## src/rtl/bck_fetch_stage3_if.sv

```systemverilog
`timescale 1ns/1ps
// Port bundle for bck_fetch_stage3: stage-2 token in, RAM read ports, merged token out.
// The stage itself connects through the slave modport; its environment uses master.
interface bck_fetch_stage3_if #(
  parameter int INTV_W     = 64,
  parameter int RD_NUM_W   = 9,
  parameter int DONE_CNT_W = 10
);
  logic                    stall;
  logic                    stall_up;
  logic [5:0]              status_q;
  logic [RD_NUM_W-1:0]     read_num_q;
  logic [6:0]              backward_i_q;
  logic [6:0]              backward_j_q;
  logic [6:0]              current_rd_addr_q;
  logic [6:0]              min_intv_q;
  logic [63:0]             primary_q;
  logic                    finish_sign_q;
  logic                    iteration_boundary_q;
  logic                    query_rd_en;
  logic [RD_NUM_W+6:0]     query_rd_addr;
  logic [7:0]              query_rd_data;
  logic                    intv_rd_en;
  logic [6:0]              intv_rd_addr;
  logic [INTV_W-1:0]       intv_rd_data;
  logic [5:0]              status;
  logic [RD_NUM_W-1:0]     read_num;
  logic [6:0]              backward_i;
  logic [6:0]              backward_j;
  logic [6:0]              min_intv;
  logic [63:0]             primary;
  logic                    finish_sign;
  logic                    iteration_boundary;
  logic [7:0]              output_c;
  logic [INTV_W-1:0]       intv;
  logic                    ambig;
  logic [DONE_CNT_W-1:0]   reads_done;
  logic [31:0]             stall_cycles;

  modport slave (
    input  stall, status_q, read_num_q, backward_i_q, backward_j_q, current_rd_addr_q,
           min_intv_q, primary_q, finish_sign_q, iteration_boundary_q,
           query_rd_data, intv_rd_data,
    output stall_up, query_rd_en, query_rd_addr, intv_rd_en, intv_rd_addr,
           status, read_num, backward_i, backward_j, min_intv, primary, finish_sign,
           iteration_boundary, output_c, intv, ambig, reads_done, stall_cycles
  );

  modport master (
    output stall, status_q, read_num_q, backward_i_q, backward_j_q, current_rd_addr_q,
           min_intv_q, primary_q, finish_sign_q, iteration_boundary_q,
           query_rd_data, intv_rd_data,
    input  stall_up, query_rd_en, query_rd_addr, intv_rd_en, intv_rd_addr,
           status, read_num, backward_i, backward_j, min_intv, primary, finish_sign,
           iteration_boundary, output_c, intv, ambig, reads_done, stall_cycles
  );
endinterface

```

## src/rtl/bck_fetch_stage3.sv

```systemverilog
`timescale 1ns/1ps
// Backward-extension fetch stage: 2-cycle pipeline that fetches the query base and interval
// for each stage-2 token. Define STAGE3_PERF_CNT_EN to build the stall_cycles counter.
module bck_fetch_stage3 #(
  parameter int INTV_W     = 64,
  parameter int RD_NUM_W   = 9,
  parameter int DONE_CNT_W = 10
) (
  input logic               clk,
  input logic               rst,
  bck_fetch_stage3_if.slave bus
);
  localparam logic [5:0] ST_BCK_INI = 6'h04;
  localparam logic [5:0] ST_BCK_RUN = 6'h05;
  localparam logic [5:0] ST_BUBBLE  = 6'h30;

  // {ambig, code}: ASCII letters and raw 2-bit codes both map onto 0..3
  function automatic logic [8:0] map_base(input logic [7:0] b);
    case (b)
      8'h41, 8'h61, 8'h00: map_base = {1'b0, 8'd0};
      8'h43, 8'h63, 8'h01: map_base = {1'b0, 8'd1};
      8'h47, 8'h67, 8'h02: map_base = {1'b0, 8'd2};
      8'h54, 8'h74, 8'h03: map_base = {1'b0, 8'd3};
      default:             map_base = {1'b1, 8'd4};
    endcase
  endfunction

  function automatic logic [DONE_CNT_W-1:0] sat_inc(input logic [DONE_CNT_W-1:0] v);
    sat_inc = (&v) ? v : v + {{(DONE_CNT_W-1){1'b0}}, 1'b1};
  endfunction

  logic load;
  assign load = !bus.stall;

  // RAM requests are issued in the same cycle the token is presented; a stalled
  // RAM keeps its last read word, so no skid buffer is needed.
  assign bus.stall_up      = bus.stall;
  assign bus.query_rd_en   = load;
  assign bus.intv_rd_en    = load;
  assign bus.query_rd_addr = {bus.read_num_q, bus.backward_i_q};
  assign bus.intv_rd_addr  = bus.current_rd_addr_q;

  // ---- stage A: register incoming token ----
  logic                vld_p0;
  logic [5:0]          status_p0;
  logic [RD_NUM_W-1:0] read_num_p0;
  logic [6:0]          backward_i_p0;
  logic [6:0]          backward_j_p0;
  logic [6:0]          min_intv_p0;
  logic [63:0]         primary_p0;
  logic                finish_sign_p0;
  logic                iteration_boundary_p0;

  always_ff @(posedge clk or posedge rst) begin
    if (rst) begin
      vld_p0                <= 1'b0;
      status_p0             <= ST_BUBBLE;
      read_num_p0           <= '0;
      backward_i_p0         <= '0;
      backward_j_p0         <= '0;
      min_intv_p0           <= '0;
      primary_p0            <= '0;
      finish_sign_p0        <= 1'b0;
      iteration_boundary_p0 <= 1'b0;
    end else if (load) begin
      vld_p0                <= (bus.status_q == ST_BCK_INI) || (bus.status_q == ST_BCK_RUN);
      status_p0             <= bus.status_q;
      read_num_p0           <= bus.read_num_q;
      backward_i_p0         <= bus.backward_i_q;
      backward_j_p0         <= bus.backward_j_q;
      min_intv_p0           <= bus.min_intv_q;
      primary_p0            <= bus.primary_q;
      finish_sign_p0        <= bus.finish_sign_q;
      iteration_boundary_p0 <= bus.iteration_boundary_q;
    end
  end

  // ---- stage B: merge token with RAM data and decode status ----
  logic [8:0]          base_d;
  logic [RD_NUM_W-1:0] read_num_d;
  logic [6:0]          backward_i_d;
  logic [6:0]          backward_j_d;
  logic [6:0]          min_intv_d;
  logic [63:0]         primary_d;
  logic                finish_sign_d;
  logic                iteration_boundary_d;
  logic [7:0]          output_c_d;
  logic [INTV_W-1:0]   intv_d;
  logic                ambig_d;

  always_comb begin
    base_d               = map_base(bus.query_rd_data);
    read_num_d           = '0;
    backward_i_d         = '0;
    backward_j_d         = '0;
    min_intv_d           = '0;
    primary_d            = '0;
    finish_sign_d        = 1'b0;
    iteration_boundary_d = 1'b0;
    output_c_d           = '0;
    intv_d               = '0;
    ambig_d              = 1'b0;
    if (vld_p0) begin
      read_num_d           = read_num_p0;
      backward_i_d         = backward_i_p0;
      backward_j_d         = backward_j_p0;
      min_intv_d           = min_intv_p0;
      primary_d            = primary_p0;
      finish_sign_d        = finish_sign_p0;
      iteration_boundary_d = iteration_boundary_p0;
      intv_d               = bus.intv_rd_data;
      if (status_p0 == ST_BCK_RUN) begin
        output_c_d = base_d[7:0];
        ambig_d    = base_d[8];
      end
    end
  end

  logic [5:0]            status_p1;
  logic [RD_NUM_W-1:0]   read_num_p1;
  logic [6:0]            backward_i_p1;
  logic [6:0]            backward_j_p1;
  logic [6:0]            min_intv_p1;
  logic [63:0]           primary_p1;
  logic                  finish_sign_p1;
  logic                  iteration_boundary_p1;
  logic [7:0]            output_c_p1;
  logic [INTV_W-1:0]     intv_p1;
  logic                  ambig_p1;
  logic [DONE_CNT_W-1:0] reads_done_p1;

  always_ff @(posedge clk or posedge rst) begin
    if (rst) begin
      status_p1             <= ST_BUBBLE;
      read_num_p1           <= '0;
      backward_i_p1         <= '0;
      backward_j_p1         <= '0;
      min_intv_p1           <= '0;
      primary_p1            <= '0;
      finish_sign_p1        <= 1'b0;
      iteration_boundary_p1 <= 1'b0;
      output_c_p1           <= '0;
      intv_p1               <= '0;
      ambig_p1              <= 1'b0;
      reads_done_p1         <= '0;
    end else if (load) begin
      status_p1             <= status_p0;
      read_num_p1           <= read_num_d;
      backward_i_p1         <= backward_i_d;
      backward_j_p1         <= backward_j_d;
      min_intv_p1           <= min_intv_d;
      primary_p1            <= primary_d;
      finish_sign_p1        <= finish_sign_d;
      iteration_boundary_p1 <= iteration_boundary_d;
      output_c_p1           <= output_c_d;
      intv_p1               <= intv_d;
      ambig_p1              <= ambig_d;
      if (vld_p0 && (status_p0 == ST_BCK_RUN) && finish_sign_p0)
        reads_done_p1 <= sat_inc(reads_done_p1);
    end
  end

  assign bus.status             = status_p1;
  assign bus.read_num           = read_num_p1;
  assign bus.backward_i         = backward_i_p1;
  assign bus.backward_j         = backward_j_p1;
  assign bus.min_intv           = min_intv_p1;
  assign bus.primary            = primary_p1;
  assign bus.finish_sign        = finish_sign_p1;
  assign bus.iteration_boundary = iteration_boundary_p1;
  assign bus.output_c           = output_c_p1;
  assign bus.intv               = intv_p1;
  assign bus.ambig              = ambig_p1;
  assign bus.reads_done         = reads_done_p1;

`ifdef STAGE3_PERF_CNT_EN
  // Counts cycles in which a real token is stuck in the output register.
  logic [31:0] stall_cnt;

  always_ff @(posedge clk or posedge rst) begin
    if (rst)
      stall_cnt <= '0;
    else if (bus.stall && (status_p1 != ST_BUBBLE))
      stall_cnt <= stall_cnt + 32'd1;
  end

  assign bus.stall_cycles = stall_cnt;
`else
  assign bus.stall_cycles = '0;
`endif

endmodule

```

## src/flat_wrapper.sv

```systemverilog
// flat-port wrapper written by rule: the top's interface ports become plain ports
module bck_fetch_stage3_flat 
#(
  parameter int INTV_W     = 64,
  parameter int RD_NUM_W   = 9,
  parameter int DONE_CNT_W = 10
)
  (clk, rst, bus_stall, bus_status_q, bus_read_num_q, bus_backward_i_q, bus_backward_j_q, bus_current_rd_addr_q, bus_min_intv_q, bus_primary_q, bus_finish_sign_q, bus_iteration_boundary_q, bus_query_rd_data, bus_intv_rd_data, bus_stall_up, bus_query_rd_en, bus_query_rd_addr, bus_intv_rd_en, bus_intv_rd_addr, bus_status, bus_read_num, bus_backward_i, bus_backward_j, bus_min_intv, bus_primary, bus_finish_sign, bus_iteration_boundary, bus_output_c, bus_intv, bus_ambig, bus_reads_done, bus_stall_cycles);
  bck_fetch_stage3_if #(.INTV_W(INTV_W), .RD_NUM_W(RD_NUM_W), .DONE_CNT_W(DONE_CNT_W)) bus_i ();
  input logic clk;
  input logic rst;
  input wire logic [$bits(bus_i.stall)-1:0] bus_stall;
  input wire logic [$bits(bus_i.status_q)-1:0] bus_status_q;
  input wire logic [$bits(bus_i.read_num_q)-1:0] bus_read_num_q;
  input wire logic [$bits(bus_i.backward_i_q)-1:0] bus_backward_i_q;
  input wire logic [$bits(bus_i.backward_j_q)-1:0] bus_backward_j_q;
  input wire logic [$bits(bus_i.current_rd_addr_q)-1:0] bus_current_rd_addr_q;
  input wire logic [$bits(bus_i.min_intv_q)-1:0] bus_min_intv_q;
  input wire logic [$bits(bus_i.primary_q)-1:0] bus_primary_q;
  input wire logic [$bits(bus_i.finish_sign_q)-1:0] bus_finish_sign_q;
  input wire logic [$bits(bus_i.iteration_boundary_q)-1:0] bus_iteration_boundary_q;
  input wire logic [$bits(bus_i.query_rd_data)-1:0] bus_query_rd_data;
  input wire logic [$bits(bus_i.intv_rd_data)-1:0] bus_intv_rd_data;
  output wire logic [$bits(bus_i.stall_up)-1:0] bus_stall_up;
  output wire logic [$bits(bus_i.query_rd_en)-1:0] bus_query_rd_en;
  output wire logic [$bits(bus_i.query_rd_addr)-1:0] bus_query_rd_addr;
  output wire logic [$bits(bus_i.intv_rd_en)-1:0] bus_intv_rd_en;
  output wire logic [$bits(bus_i.intv_rd_addr)-1:0] bus_intv_rd_addr;
  output wire logic [$bits(bus_i.status)-1:0] bus_status;
  output wire logic [$bits(bus_i.read_num)-1:0] bus_read_num;
  output wire logic [$bits(bus_i.backward_i)-1:0] bus_backward_i;
  output wire logic [$bits(bus_i.backward_j)-1:0] bus_backward_j;
  output wire logic [$bits(bus_i.min_intv)-1:0] bus_min_intv;
  output wire logic [$bits(bus_i.primary)-1:0] bus_primary;
  output wire logic [$bits(bus_i.finish_sign)-1:0] bus_finish_sign;
  output wire logic [$bits(bus_i.iteration_boundary)-1:0] bus_iteration_boundary;
  output wire logic [$bits(bus_i.output_c)-1:0] bus_output_c;
  output wire logic [$bits(bus_i.intv)-1:0] bus_intv;
  output wire logic [$bits(bus_i.ambig)-1:0] bus_ambig;
  output wire logic [$bits(bus_i.reads_done)-1:0] bus_reads_done;
  output wire logic [$bits(bus_i.stall_cycles)-1:0] bus_stall_cycles;
  assign bus_i.stall = bus_stall;
  assign bus_i.status_q = bus_status_q;
  assign bus_i.read_num_q = bus_read_num_q;
  assign bus_i.backward_i_q = bus_backward_i_q;
  assign bus_i.backward_j_q = bus_backward_j_q;
  assign bus_i.current_rd_addr_q = bus_current_rd_addr_q;
  assign bus_i.min_intv_q = bus_min_intv_q;
  assign bus_i.primary_q = bus_primary_q;
  assign bus_i.finish_sign_q = bus_finish_sign_q;
  assign bus_i.iteration_boundary_q = bus_iteration_boundary_q;
  assign bus_i.query_rd_data = bus_query_rd_data;
  assign bus_i.intv_rd_data = bus_intv_rd_data;
  assign bus_stall_up = bus_i.stall_up;
  assign bus_query_rd_en = bus_i.query_rd_en;
  assign bus_query_rd_addr = bus_i.query_rd_addr;
  assign bus_intv_rd_en = bus_i.intv_rd_en;
  assign bus_intv_rd_addr = bus_i.intv_rd_addr;
  assign bus_status = bus_i.status;
  assign bus_read_num = bus_i.read_num;
  assign bus_backward_i = bus_i.backward_i;
  assign bus_backward_j = bus_i.backward_j;
  assign bus_min_intv = bus_i.min_intv;
  assign bus_primary = bus_i.primary;
  assign bus_finish_sign = bus_i.finish_sign;
  assign bus_iteration_boundary = bus_i.iteration_boundary;
  assign bus_output_c = bus_i.output_c;
  assign bus_intv = bus_i.intv;
  assign bus_ambig = bus_i.ambig;
  assign bus_reads_done = bus_i.reads_done;
  assign bus_stall_cycles = bus_i.stall_cycles;
  bck_fetch_stage3 #(.INTV_W(INTV_W), .RD_NUM_W(RD_NUM_W), .DONE_CNT_W(DONE_CNT_W)) u_core (.clk(clk), .rst(rst), .bus(bus_i));
endmodule
```

## config.mk

```make
export PLATFORM = sky130hd
export DESIGN_NAME = bck_fetch_stage3_flat
export DESIGN_NICKNAME = d
export VERILOG_FILES = /design/src/rtl/bck_fetch_stage3_if.sv /design/src/rtl/bck_fetch_stage3.sv /design/src/flat_wrapper.sv
export SDC_FILE = /design/constraint.sdc
export NUM_CORES = 1
export LEC_CHECK = 0
export BUFFER_PORTS_ARGS = -buffer_cell sky130_fd_sc_hd__buf_2
export CORE_MARGIN = 8
export CORE_UTILIZATION = 50
export CTS_BUF_LIST = sky130_fd_sc_hd__clkbuf_8
export DETAILED_ROUTE_END_ITERATION = 7
export PLACE_DENSITY = 0.9
export SYNTH_ARGS = -nofsm -noshare
export SYNTH_HDL_FRONTEND = slang
export SYNTH_SLANG_ARGS = --single-unit
export TNS_END_PERCENT = 100
```

## constraint.sdc

```tcl
create_clock -name clk -period 12.5 [get_ports clk]
set_input_delay 2.5 -clock clk [delete_from_list [all_inputs] [get_ports clk]]
set_output_delay 2.5 -clock clk [all_outputs]
set_load 0.01 [all_outputs]
```

==> run_results.csv <==
group,metric,value,unit
cts,clock_latency,0.53,ns
synthesis,netlist_area,0.0110,mm²
synthesis,synth_enable_flop_cells,0,
worst_setup_path,critical_path_class,"input port to primary output",
global_routing,grt_pass1_wl,43800,µm
worst_setup_path,cp_top_family,"buffers and inverters",
timing,relSlewSlack,29.4,%
timing,hold_viol,0,
placement,hpwl,20200,µm
synthesis,syn_inst,778,
timing,max_slew.worst_pin.slew,1.06,ns
synthesis,synth_seq_cells,282,
power_and_ir_drop,p_seq_share,51.6,%
timing,clock_skew,0.0214,ns
worst_setup_path,crit_path_cell_trace,"buf_8, inv_1, buf_2",
drt,firstDrtPassIters,5,
die,core_area,0.0217,mm²
worst_setup_path,worstPathArrival,3.32,ns
placement,numPortBuffers,375,
die,rows,54,
cts,post_cts_resized,0,
drt,post_drt_wl_per_cell,19.8,µm
timing,max_freq,0.172,GHz
worst_setup_path,cp_slowest_cell,"buf_8",
die,pin_count,427,
cts,cts.path.max_buffers,3,
drt,ant_nets,0,
worst_setup_path,startpoint_type,"input port",
placement,gp_congestion,0.772,
worst_setup_path,cp_data_required_time,10.00,ns
timing,finalSetupViolations,0,
cts,root_buffer,"clkbuf_8",
placement,post_dp_cell_area,0.0127,mm²
synthesis,synth-async-reset-ratio,100,%
power_and_ir_drop,pwr-share-comb,7.8,%
outcome,status,"complete, no violations",
hold_path,hp-class,"register to register",
synthesis,ys_seq_area_share,64.4,%
die,die_h,164,µm
global_routing,grt_use_total,20.3,%
global_routing,grt_max_degree,115,
global_routing,overflow,0,
timing,tns,0,ns
cts,cts_max_level,2,
power_and_ir_drop,p_sw_share,23.4,%
global_routing,grt_antenna_before_repair,3,
drt,postRouteWirelength,28700,µm
drt,via_count,7606,
job,drv_cap,0,
timing,fin_crit,5.82,ns
cells_and_area,syn2layout_area_growth,24.3,%
timing,rsz0062_at_grt,"false",
cells_and_area,multi_input_area,0.00334,mm²
drt,viasPerCell,5.26,
global_routing,grt_pass1_vias,8099,
synthesis,ys_warn_count,0,
power_and_ir_drop,intPower,1.46,mW
power_and_ir_drop,irDropWorstVdd,0.000101,V
die,die_area,0.0269,mm²
drt,drcViolationCount,0,
cells_and_area,stdcell_area,0.0136,mm²
die,start_util,50.6,%
cts,clock-sinks,282,
cells_and_area,final_nets,1315,
cts,path_clk_slew,0.06,ns
cts,cts_tree,"built",
synthesis,synth-main-ff-cell,"dfrtp_1",
cells_and_area,drive_gt1_share,49.0,%
power_and_ir_drop,p_leak,7.28,nW
cts,post_cts_buffers,0,
cells_and_area,fill_cells,1576,
worst_setup_path,crit_fanout,114,
cts,cts_hold_buf,0,
drt,drt_iter0_drc,645,
power_and_ir_drop,clkPwrFrac,40.6,%
synthesis,syn-mean-instance-area,14.1,µm²
synthesis,ys_types,41,
timing,final.period_utilization,46.6,%
cts,numCtsBuffers,47,
power_and_ir_drop,power.switching,0.448,mW
die,die_x,164,µm
power_and_ir_drop,p_per_area,140,mW/mm²
worst_setup_path,cpPeakStageDelay,0.50,ns
worst_setup_path,endpoint_kind,"primary output",
worst_setup_path,path_buf_inv,3,
cells_and_area,regArea,0.00706,mm²
timing,slew_violations,0,
cells in the mapped netlist, types with 3 or more instances:
library cell	n	area share [%]
a22o_1	136	11
and3_1	3	0.17
buf_1	3	0.10
buf_2	19	0.87
buf_4	63	4.3
clkbuf_1	28	0.96
dfrtp_1	278	63
dfstp_2	4	0.96
inv_1	3	0.10
mux2_2	108	11
nand2_1	53	1.8
nand3_1	3	0.14
nand4_1	5	0.29
nor3_1	6	0.27
nor4_1	4	0.23
o21ai_0	24	1.1
xor2_1	9	0.72
through the flow:
| step | utilization [%] | std cells | hold WS, ns | setup WS (ns) | total power [mW] |
|---|---|---|---|---|---|
| floorplan | - | 814 | 0.457 | 2.23 | 1.10 |
| global placement | 58.6 | 1361 | 0.461 | 6.69 | 1.14 |
| detailed placement | 58.6 | 1361 | 0.468 | 6.69 | 1.15 |
| CTS | 62.8 | 1444 | 0.480 | 6.68 | 1.93 |
| global route | 62.9 | 1445 | 0.499 | 6.61 | 2.00 |
| finish | 62.9 | 1445 | 0.480 | 6.68 | 1.91 |
logic make-up (layout without fill, tap and decap cells):
logic type      Yosys count  in the layout  synth area share [%]
compound gates          168            168                  12.5
other cells               1             38                0.0342
xor+xnor                 10             10                 0.799
buf+inv                 117            467                  6.45
fa+ha+maj                 1              1                 0.114
mux                     109            109                  11.2
simple gates             90             90                  4.47
flops                   282            282                  64.4
final cells by class:
type / count / area share [%]
inverter: 3 / 0.138
sequential: 282 / 51.8
tap: 280 / 2.57
timing repair buffer: 381 / 14.2
clock buffer: 61 / 6.16
antenna: 1 / 0.0184
multi-input combinational: 415 / 24.5
clock inverter: 22 / 0.652
flip-flops by register name, indices dropped and copies added, names as in the netlist, 9 cells and up:
signal / cells
u_core.bus.primary: 64
u_core.primary_p0: 64
u_core.bus.intv: 64
u_core.bus.read_num: 9
u_core.bus.reads_done: 10
u_core.read_num_p0: 9
tightest hold or removal path, stage by stage, from the launching register on:
cell and delay [ns]:
dfrtp_1 0.34, nand2_1 0.05, o21ai_0 0.05
power groups by stage:
stage / Sequential (mW) / Clock, mW / Combinational (mW)
6_report: 0.986 / 0.777 / 0.149
5_1_grt: 0.990 / 0.842 / 0.164
4_1_cts: 0.986 / 0.798 / 0.151
3_5_place_dp: 1.00 / 0 / 0.150
3_3_place_gp: 0.998 / 0 / 0.145
2_1_floorplan: 0.999 / 0 / 0.0994
path summary, 6_finish.rpt:
path	from	end	slack [ns]	cells past startpoint
worst min register to register	u_core.bus.primary[58]	u_core.bus.primary[58]	0.48	2
max in group asynchronous	rst	u_core.bus.backward_j[1]	8.82	3
min in group asynchronous	rst	u_core.bus.read_num[5]	2.13	2
worst max-delay path	bus_stall	bus_query_rd_en	6.68	3
worst min-delay path	u_core.bus.primary[58]	u_core.bus.primary[58]	0.48	2
worst max register to register	u_core.vld_p0	u_core.bus.backward_j[3]	10.14	3
metal layers:
layer  share of wire, %  vias up  global-route usage [%]
met5              0.094        -                       0
met3                9.1       61                    7.14
li1                   -     3432                       -
met1                 38     3778                    23.9
met4                2.3        4                    7.02
met2                 51      331                    34.1
cell usage in the layout, fill, tap and decap left out, types with 2 or more instances in the layout:
cell	instances
buf_2	374
clkinv_2	2
and3_1	3
dfstp_2	4
a22o_1	136
o21ai_0	24
dfrtp_1	278
o31ai_1	2
nor4_1	4
nand2_1	53
buf_4	6
conb_1	37
xor2_1	9
clkbuf_8	61
nand3_1	3
nand4_1	5
nor4b_2	2
mux2_2	108
nor3b_1	2
nor3_1	6
and4bb_2	2
inv_1	21
Power figures use the tool's default switching activity.
